File: config.mk
export PLATFORM = sky130hd
export DESIGN_NAME = spike_rate_decoder
export DESIGN_NICKNAME = d
export VERILOG_FILES = /design/src/rtl/lif_pkg.sv /design/src/rtl/isi_timer.sv /design/src/rtl/spike_rate_decoder.sv
export SDC_FILE = /design/constraint.sdc
export NUM_CORES = 1
export LEC_CHECK = 0
export BUFFER_PORTS_ARGS = -buffer_cell sky130_fd_sc_hd__buf_2
export CORE_MARGIN = 2
export CORE_UTILIZATION = 40
export DETAILED_ROUTE_END_ITERATION = 12
export MAX_ROUTING_LAYER = met4
export PLACE_DENSITY_LB_ADDON = 0.25
export SLEW_MARGIN = 30
export SYNTH_ARGS = -nofsm -noshare
export SYNTH_HDL_FRONTEND = slang
export SYNTH_SLANG_ARGS = --single-unit
File: constraint.sdc
create_clock -name clk -period 2.5 [get_ports clk]
set_clock_uncertainty 0.15 [all_clocks]
set_input_delay 0.625 -clock clk [delete_from_list [all_inputs] [get_ports clk]]
set_output_delay 0.625 -clock clk [all_outputs]
set_load 0.05 [all_outputs]
File: src/rtl/lif_pkg.sv
// Shared definitions for the LIF neuron and its spike decoders.
// Default widths and the saturating arithmetic used by both sides.
package lif_pkg;

   localparam int RATE_W_DEF      = 8;
   localparam int ISI_W_DEF       = 8;
   localparam int WINDOW_LOG2_DEF = 8;

   function automatic logic [31:0] sat_inc(
      input logic [31:0] v,
      input logic [31:0] max
   );
      return (v >= max) ? max : v + 32'd1;
   endfunction

endpackage

File: src/rtl/isi_timer.sv
// Inter-spike interval timer: counts enabled cycles between onsets
// and publishes the most recent interval, saturating at full scale.
module isi_timer
   import lif_pkg::*;
#(
   parameter int ISI_W = ISI_W_DEF
) (
   input  logic             clk,
   input  logic             reset,
   input  logic             en,
   input  logic             onset,
   output logic [ISI_W-1:0] isi
);

   localparam logic [31:0] ISI_MAX = 32'((64'd1 << ISI_W) - 64'd1);

   logic [ISI_W-1:0] gap;
   logic [ISI_W-1:0] gap_inc;
   logic             seen;

   assign gap_inc = ISI_W'(sat_inc(32'(gap), ISI_MAX));

   always_ff @(posedge clk) begin
      if (reset) begin
         gap  <= '0;
         seen <= 1'b0;
         isi  <= '0;
      end else if (en) begin
         if (onset) begin
            // gap+1 is the number of enabled cycles between onsets
            if (seen) isi <= gap_inc;
            gap  <= '0;
            seen <= 1'b1;
         end else begin
            gap <= gap_inc;
         end
      end
   end

endmodule

File: src/rtl/spike_rate_decoder.sv
// Rate and ISI decoder for a one-bit spike train, with a
// valid/ready holding register and sticky overrun flag.
module spike_rate_decoder
   import lif_pkg::*;
#(
   parameter int WINDOW_LOG2 = WINDOW_LOG2_DEF,
   parameter int RATE_W      = RATE_W_DEF,
   parameter int ISI_W       = ISI_W_DEF
) (
   input  logic              clk,
   input  logic              reset,
   input  logic              spike,
   input  logic              en,
   output logic [RATE_W-1:0] rate,
   output logic [ISI_W-1:0]  isi,
   output logic              valid,
   input  logic              ready,
   output logic              overrun
);

   localparam logic [31:0] RATE_MAX = 32'((64'd1 << RATE_W) - 64'd1);

   logic                   spike_q;
   logic                   onset;
   logic [WINDOW_LOG2-1:0] wcnt;
   logic                   window_end;
   logic [RATE_W-1:0]      acc;
   logic [RATE_W-1:0]      acc_next;

   // en gates the edge, so a held spike re-enabled never re-fires
   assign onset      = spike & ~spike_q & en;
   assign window_end = en & (wcnt == '1);
   assign acc_next   = onset ? RATE_W'(sat_inc(32'(acc), RATE_MAX)) : acc;

   always_ff @(posedge clk) begin
      if (reset) begin
         spike_q <= 1'b0;
         wcnt    <= '0;
         acc     <= '0;
         rate    <= '0;
         valid   <= 1'b0;
         overrun <= 1'b0;
      end else begin
         spike_q <= spike;
         if (en) wcnt <= wcnt + WINDOW_LOG2'(1);
         if (window_end) begin
            acc   <= '0;
            rate  <= acc_next;
            valid <= 1'b1;
            if (valid & ~ready) overrun <= 1'b1;
         end else begin
            acc <= acc_next;
            if (valid & ready) valid <= 1'b0;
         end
      end
   end

   isi_timer #(
      .ISI_W(ISI_W)
   ) u_isi (
      .clk  (clk),
      .reset(reset),
      .en   (en),
      .onset(onset),
      .isi  (isi)
   );

endmodule

==> metrics.md, run 1 <==
| Metric | Value |
|---|---|
| Pwr Total | `1.25 mW` |
| Post-CTS Hold Buffers | `0` |
| TritonCTS clock tree | `done` |
| Vias in the first global route | `1,412` |
| Core Footprint | `4720 µm²` |
| Routed len/inst | `11.6 µm` |
| Full die area | `5450 µm²` |
| Largest net degree at the start of global routing | `26` |
| Seq/Total Area, Yosys | `45.2%` |
| Antenna viol nets, final | `0` |
| RSZ-0062 raised after global routing | `no` |
| Area of the multi-input gates | `983 µm²` |
| Port-buffer cells | `22` |
| Proportion of layout cells with a drive suffix above 1 | `16.7%` |
| First-pass GRT wire length | `6.20 mm` |
| Synth-to-layout area growth | `12.3%` |
| Max cap viols | `0` |
| Post-synth top cells | `44 x dfxtp_1, 31 x nor2_1, 12 x a21oi_1, 12 x nor3_1, 11 x nand2_1` |
| Drt first pass iters | `4` |
| Yosys warns | `0` |
| TritonCTS Buffers | `5` |
| Worst-case vdd ir drop | `0.283 mV` |
| Post-Syn Nets | `225` |
| GRT met3 Usage | `3.70%` |
| Worst-Margin Slew | `0.543 ns` |
| Initial Utilization | `41.3%` |
| I/O pin count | `23` |
| Initial antenna violation count | `0` |
| Post-synth EDFFs | `0` |
| Total number of H-tree levels | `2` |
| Via-to-Cell Ratio | `5.11` |
| Clock Latency Late Sink | `0.29 ns` |
| Grt ovf | `0` |
| Main area contributors after synthesis | `dfxtp_1 45%, nor2_1 6.0%, a21oi_1 3.1%, nor3_1 3.1%, nand2b_1 2.9%` |
| #FFs+latches synth | `44` |
| Tcrit/Tclk final | `77.2%` |
| Site Rows | `25` |
| DP HPWL | `2.49 mm` |
| DR vias | `1,563` |
| CTS root buf | `clkbuf_8` |
| GRT Util Overall | `14.9%` |
| Post-Layout Cell Count | `306` |
| Pins Over Slew Limit | `0` |
| Pleak | `0.840 nW` |
| Final Hold Fails | `0` |
| Final WS setup | `0.569 ns` |
| Crit path DAT | `1.98 ns` |
| CP Data Required Time | `2.54 ns` |
| Setup TNS Final | `0 ns` |
| R2r worst-path depth | `5` |
| Final Util | `46.4%` |
| WL final | `3.54 mm` |
| Min-delay worst type | `reg2reg` |
| Pwr/cell area | `569 nW/µm²` |
| Min-Delay Path Depth | `2` |
| Total Nets Final | `246` |
| Initial drt markers | `84` |
| Status | `finished clean` |
| CP max FO | `16` |
| Cell with the most instances after synthesis | `dfxtp_1` |
| Slew headroom | `63.7%` |
| Register Area | `881 µm²` |
| Drt drc | `0` |
| FMAX | `518 MHz` |
| Met1 usage | `19.5%` |
| CTS sink count | `44` |
| # fillers | `484` |
| CP Capture Type | `register` |
| Setup CP Type | `reg2reg` |
| Tmin final | `1.93 ns` |
| Clock-pin slew on the worst setup and hold paths | `0.08 ns` |
| Avg Inst Size Synth | `8.99 µm²` |
| Setup WS pre-CTS | `0.307 ns` |
| Final setup vio count | `0` |
| Distinct cells, synth | `44` |
| Mapped Cells | `217` |
| Antenna cells | `0` |
| Primary FF master, synth | `dfxtp_1` |
| GR Layer Usage met2 | `22.0%` |
| Post-synth top area share | `45.2%` |
| Post-Syn Area | `1950 µm²` |
| Die width | `73.8 µm` |
| Post-CTS sizing | `0` |
| Die height | `73.8 µm` |
| Clock buffer depth | `2` |
| Cell taking the most area after synthesis | `dfxtp_1` |
| Number of setup buffers added after CTS | `0` |
| FFs w/ async S/R, synth | `0%` |
| CP startpoint kind | `register` |
| Busiest grt layer | `met2` |
| Placed cells | `298` |
| GP Congestion | `0.920` |
## layout make-up
| cell class | count | share of cell area [%] |
|---|---|---|
| flip-flops and latches | 44 | 40.2 |
| clock buffers | 8 | 4.11 |
| inverters | 5 | 0.857 |
| well taps | 67 | 3.83 |
| multi-input cells | 157 | 44.9 |
| repair buffers | 25 | 6.06 |
## power by group
group	total [mW]	leakage, nW	internal (mW)	switching, mW
clock	0.449	0.0455	0.225	0.224
combinational	0.0729	0.439	0.0273	0.0456
sequential	0.723	0.356	0.712	0.0110
total	1.25	0.840	0.965	0.280
## metal layers
layer | routed length [µm] | up-vias | part of all wire, %
met3 | 136 | 5 | 3.8
met2 | 1480 | 30 | 42
met5 | 0 | - | 0
li1 | - | 816 | -
met4 | 59 | 0 | 1.7
met1 | 1870 | 712 | 53
## sequential cells by signal (all words and copies together), names as in the netlist
name,flops
acc,8
overrun,1
rate,8
spike_q,1
u_isi.gap,8
u_isi.isi,8
u_isi.seen,1
valid,1
wcnt,8
## final timing paths
path | from | to | slack, ns
max reg2reg | wcnt[0] | rate[2] | 0.57
min | u_isi.isi[6] | u_isi.isi[6] | 0.32
max | wcnt[0] | rate[2] | 0.57
min reg2reg | u_isi.isi[6] | u_isi.isi[6] | 0.32
## cells in the final DEF, fill, tap and decap left out, types with 6 or more instances in the layout
| cell | count |
|---|---|
| dfxtp_1 | 44 |
| nor3_1 | 12 |
| nand2b_1 | 9 |
| nand2_1 | 11 |
| xor2_1 | 6 |
| nand3_1 | 8 |
| nor2_1 | 31 |
| a21oi_1 | 12 |
| clkbuf_8 | 6 |
| buf_2 | 22 |
## cell families after synthesis
logic type / after synthesis / share of synthesized area (%)
xor gates and xnor gates: 11 / 4.94
and+or+nand+nor: 103 / 29.4
DFF: 44 / 45.2
muxes: 2 / 1.03
adders and majority gates: 3 / 1.92
AOI/OAI and AO/OA: 38 / 13.1
buffers and inverters: 16 / 4.43
## per-stage QoR
step                area (µm²)  hold WS, ns
floorplan                 1950        0.310
global placement          2100        0.303
detailed placement        2100        0.308
CTS                       2190        0.319
global route              2190        0.339
finish                    2190        0.318
## critical path, stage by stage (launching register included)
cell and delay (ns):
dfxtp_1 0.37, ha_1 0.21, nand3_1 0.16, nor3_4 0.51, nand2b_1 0.18, o32ai_1 0.26
No activity file was read; power rests on OpenSTA's default activity.
==> inputs of run 2 (changes only) <==
==> constraint.sdc (replaced) <==
create_clock -name clk -period 1.85 [get_ports clk]
set_clock_uncertainty 0.15 [all_clocks]
set_input_delay 0.4625 -clock clk [delete_from_list [all_inputs] [get_ports clk]]
set_output_delay 0.4625 -clock clk [all_outputs]
set_load 0.05 [all_outputs]
==> run 2 against run 1 <==
Compared with the run above: final area increased by 4.3%; die area is the same; largest power group unchanged; register-to-register slack lost 0.41 ns; maximum frequency up 14%; total power rose by 35%; critical endpoint is now u_isi.isi[7]; non-clock buffer count increased by 11; utilization grew 2.0 points; sequential share of layout area is 1.7 points lower; sequential power rose by 35%; clock power rose by 33%.
==> metrics.md, run 2 (synthesis gave the netlist of run 1 again) <==
| Metric | Value |
|---|---|
| Total Nets Final | `257 (was 246)` |
| Setup WS pre-CTS | `0.0547 ns (was 0.307 ns)` |
| Min-Delay Path Depth | `2 (unchanged)` |
| Setup CP Type | `reg2reg (unchanged)` |
| CP max FO | `5 (was 16)` |
| DR vias | `1,606 (was 1,563)` |
| Tcrit/Tclk final | `91.6% (was 77.2%)` |
| Die width | `73.8 µm (unchanged)` |
| Most frequent cells in the layout | `44 x dfxtp_1, 31 x nor2_1, 22 x buf_2, 13 x buf_4 (was 44 x dfxtp_1, 31 x nor2_1, 22 x buf_2, 12 x a21oi_1, 12 x nor3_1)` |
| GRT Util Overall | `14.8% (was 14.9%)` |
| Vias in the first global route | `1,466 (was 1,412)` |
| Pwr Total | `1.68 mW (was 1.25 mW)` |
| Reg2Reg Setup Slack | `0.16 ns (was 0.57 ns)` |
| I/O pin count | `23 (unchanged)` |
| TritonCTS Buffers | `5 (unchanged)` |
| Reg2reg start | `u_isi.gap[0] (was wcnt[0])` |
| Clock-pin slew on the worst setup and hold paths | `0.08 ns (about the same)` |
| Port-buffer cells | `22 (unchanged)` |
| Final setup vio count | `0 (unchanged)` |
| Max cap viols | `0 (unchanged)` |
| CTS root buf | `clkbuf_8 (unchanged)` |
| Tmin final | `1.69 ns (was 1.93 ns)` |
| Worst Hold Launch | `spike (was u_isi.isi[6])` |
| Initial antenna violation count | `0 (unchanged)` |
| R2r worst-path depth | `5 (unchanged)` |
| GP Congestion | `0.889 (was 0.920)` |
| WL final | `3.55 mm (was 3.54 mm)` |
| DP HPWL | `2.62 mm (was 2.49 mm)` |
| CP Data Required Time | `1.90 ns (was 2.54 ns)` |
| Initial Utilization | `41.3% (unchanged)` |
| Proportion of layout cells with a drive suffix above 1 | `20.4% (was 16.7%)` |
| TritonCTS clock tree | `done (unchanged)` |
| Setup TNS Final | `0 ns (unchanged)` |
| FMAX | `590 MHz (was 518 MHz)` |
| # fillers | `462 (was 484)` |
| Clock Latency Late Sink | `0.28 ns (was 0.29 ns)` |
| CTS sink count | `44 (unchanged)` |
| Site Rows | `25 (unchanged)` |
| Pins Over Slew Limit | `0 (unchanged)` |
| Via-to-Cell Ratio | `5.07 (was 5.11)` |
| Full die area | `5450 µm² (unchanged)` |
| Drt first pass iters | `4 (unchanged)` |
| CP Capture Type | `register (unchanged)` |
| Drt drc | `0 (unchanged)` |
| Antenna viol nets, final | `0 (unchanged)` |
| Area after DPL | `2180 µm² (was 2100 µm²)` |
| Fin area | `2280 µm² (was 2190 µm²)` |
| Reg2reg end | `u_isi.isi[7] (was rate[2])` |
| Worst-Margin Slew | `0.416 ns (was 0.543 ns)` |
| Core Footprint | `4720 µm² (unchanged)` |
| Pwr/cell area | `737 nW/µm² (was 569 nW/µm²)` |
| Total number of H-tree levels | `2 (unchanged)` |
| Final Util | `48.4% (was 46.4%)` |
| Largest net degree at the start of global routing | `22 (was 26)` |
| Crit path DAT | `1.75 ns (was 1.98 ns)` |
| Endpoint, Worst Hold | `spike_q (was u_isi.isi[6])` |
| Status | `finished clean (unchanged)` |
| Pleak | `0.895 nW (was 0.840 nW)` |
| Min-delay worst type | `in2reg (was reg2reg)` |
| Grt ovf | `0 (unchanged)` |
| Die height | `73.8 µm (unchanged)` |
| Worst-case vdd ir drop | `0.333 mV (was 0.283 mV)` |
| First-pass GRT wire length | `6.18 mm (was 6.20 mm)` |
| Clock buffer depth | `2 (unchanged)` |
| Initial drt markers | `88 (was 84)` |
| Routed len/inst | `11.2 µm (was 11.6 µm)` |
| Synth-to-layout area growth | `17.1% (was 12.3%)` |
| Final Hold Fails | `0 (unchanged)` |
| Most common cell after layout, fill and taps aside | `dfxtp_1 (unchanged)` |
| Slew headroom | `72.0% (was 63.7%)` |
| Post-CTS sizing | `0 (unchanged)` |
| Final WS setup | `0.156 ns (was 0.569 ns)` |
| Antenna cells | `0 (unchanged)` |
| CP startpoint kind | `register (unchanged)` |
run 2: timing repair:
action,CTS,global route
hold buffers,0,0
endpoints found under the setup margin,0,4
setup buffers,0,2
run 2: layout make-up:
class	instances	area, µm²	area share (%)
tap	67	83.8	3.67
inverter	5	18.8	0.821
sequential	44	881	38.6
clock buffer	8	90.1	3.94
timing repair buffer	36	228	9.97
multi-input combinational	157	983	43.0
run 2: how the worst max path moves through the flow:
stage,start,end,slack (ns),cells after the start
final,u_isi.gap[0],u_isi.isi[7],0.16,5
after global routing,u_isi.gap[1],u_isi.gap[5],-0.002,5
after CTS,u_isi.gap[0],u_isi.gap[5],0.12,5
after detailed placement,en,rate[5],0.05,5
after global placement,en,rate[5],0.07,5
after floorplan,en,u_isi.isi[7],0.22,6
run 2: routing by layer:
metal / part of all wire, % / vias up / wire length [µm] / track usage (%)
met5: 0 / - / 0 / -
met4: 2.0 / 0 / 70 / 5.05
met3: 4.2 / 6 / 148 / 4.12
met2: 45 / 41 / 1610 / 23.6
met1: 49 / 724 / 1730 / 18.0
li1: - / 835 / - / -
run 2: power breakdown:
| group | internal (mW) | switching, mW |
|---|---|---|
| logic | 0.0466 | 0.0657 |
| registers | 0.963 | 0.0127 |
| clock network | 0.305 | 0.292 |
run 2: critical path, cell delays in order, from the launching register on:
cell and delay (ns):
dfxtp_1 0.34, ha_1 0.27, nand4_1 0.26, buf_4 0.22, and4_4 0.16, nor4_2 0.22
run 2: per-stage QoR:
step / hold WS (ns) / std cells
after floorplan: 0.310 / 217
after global placement: 0.294 / 307
after detailed placement: 0.299 / 307
after CTS: 0.294 / 315
after global routing: 0.317 / 317
final: 0.291 / 317
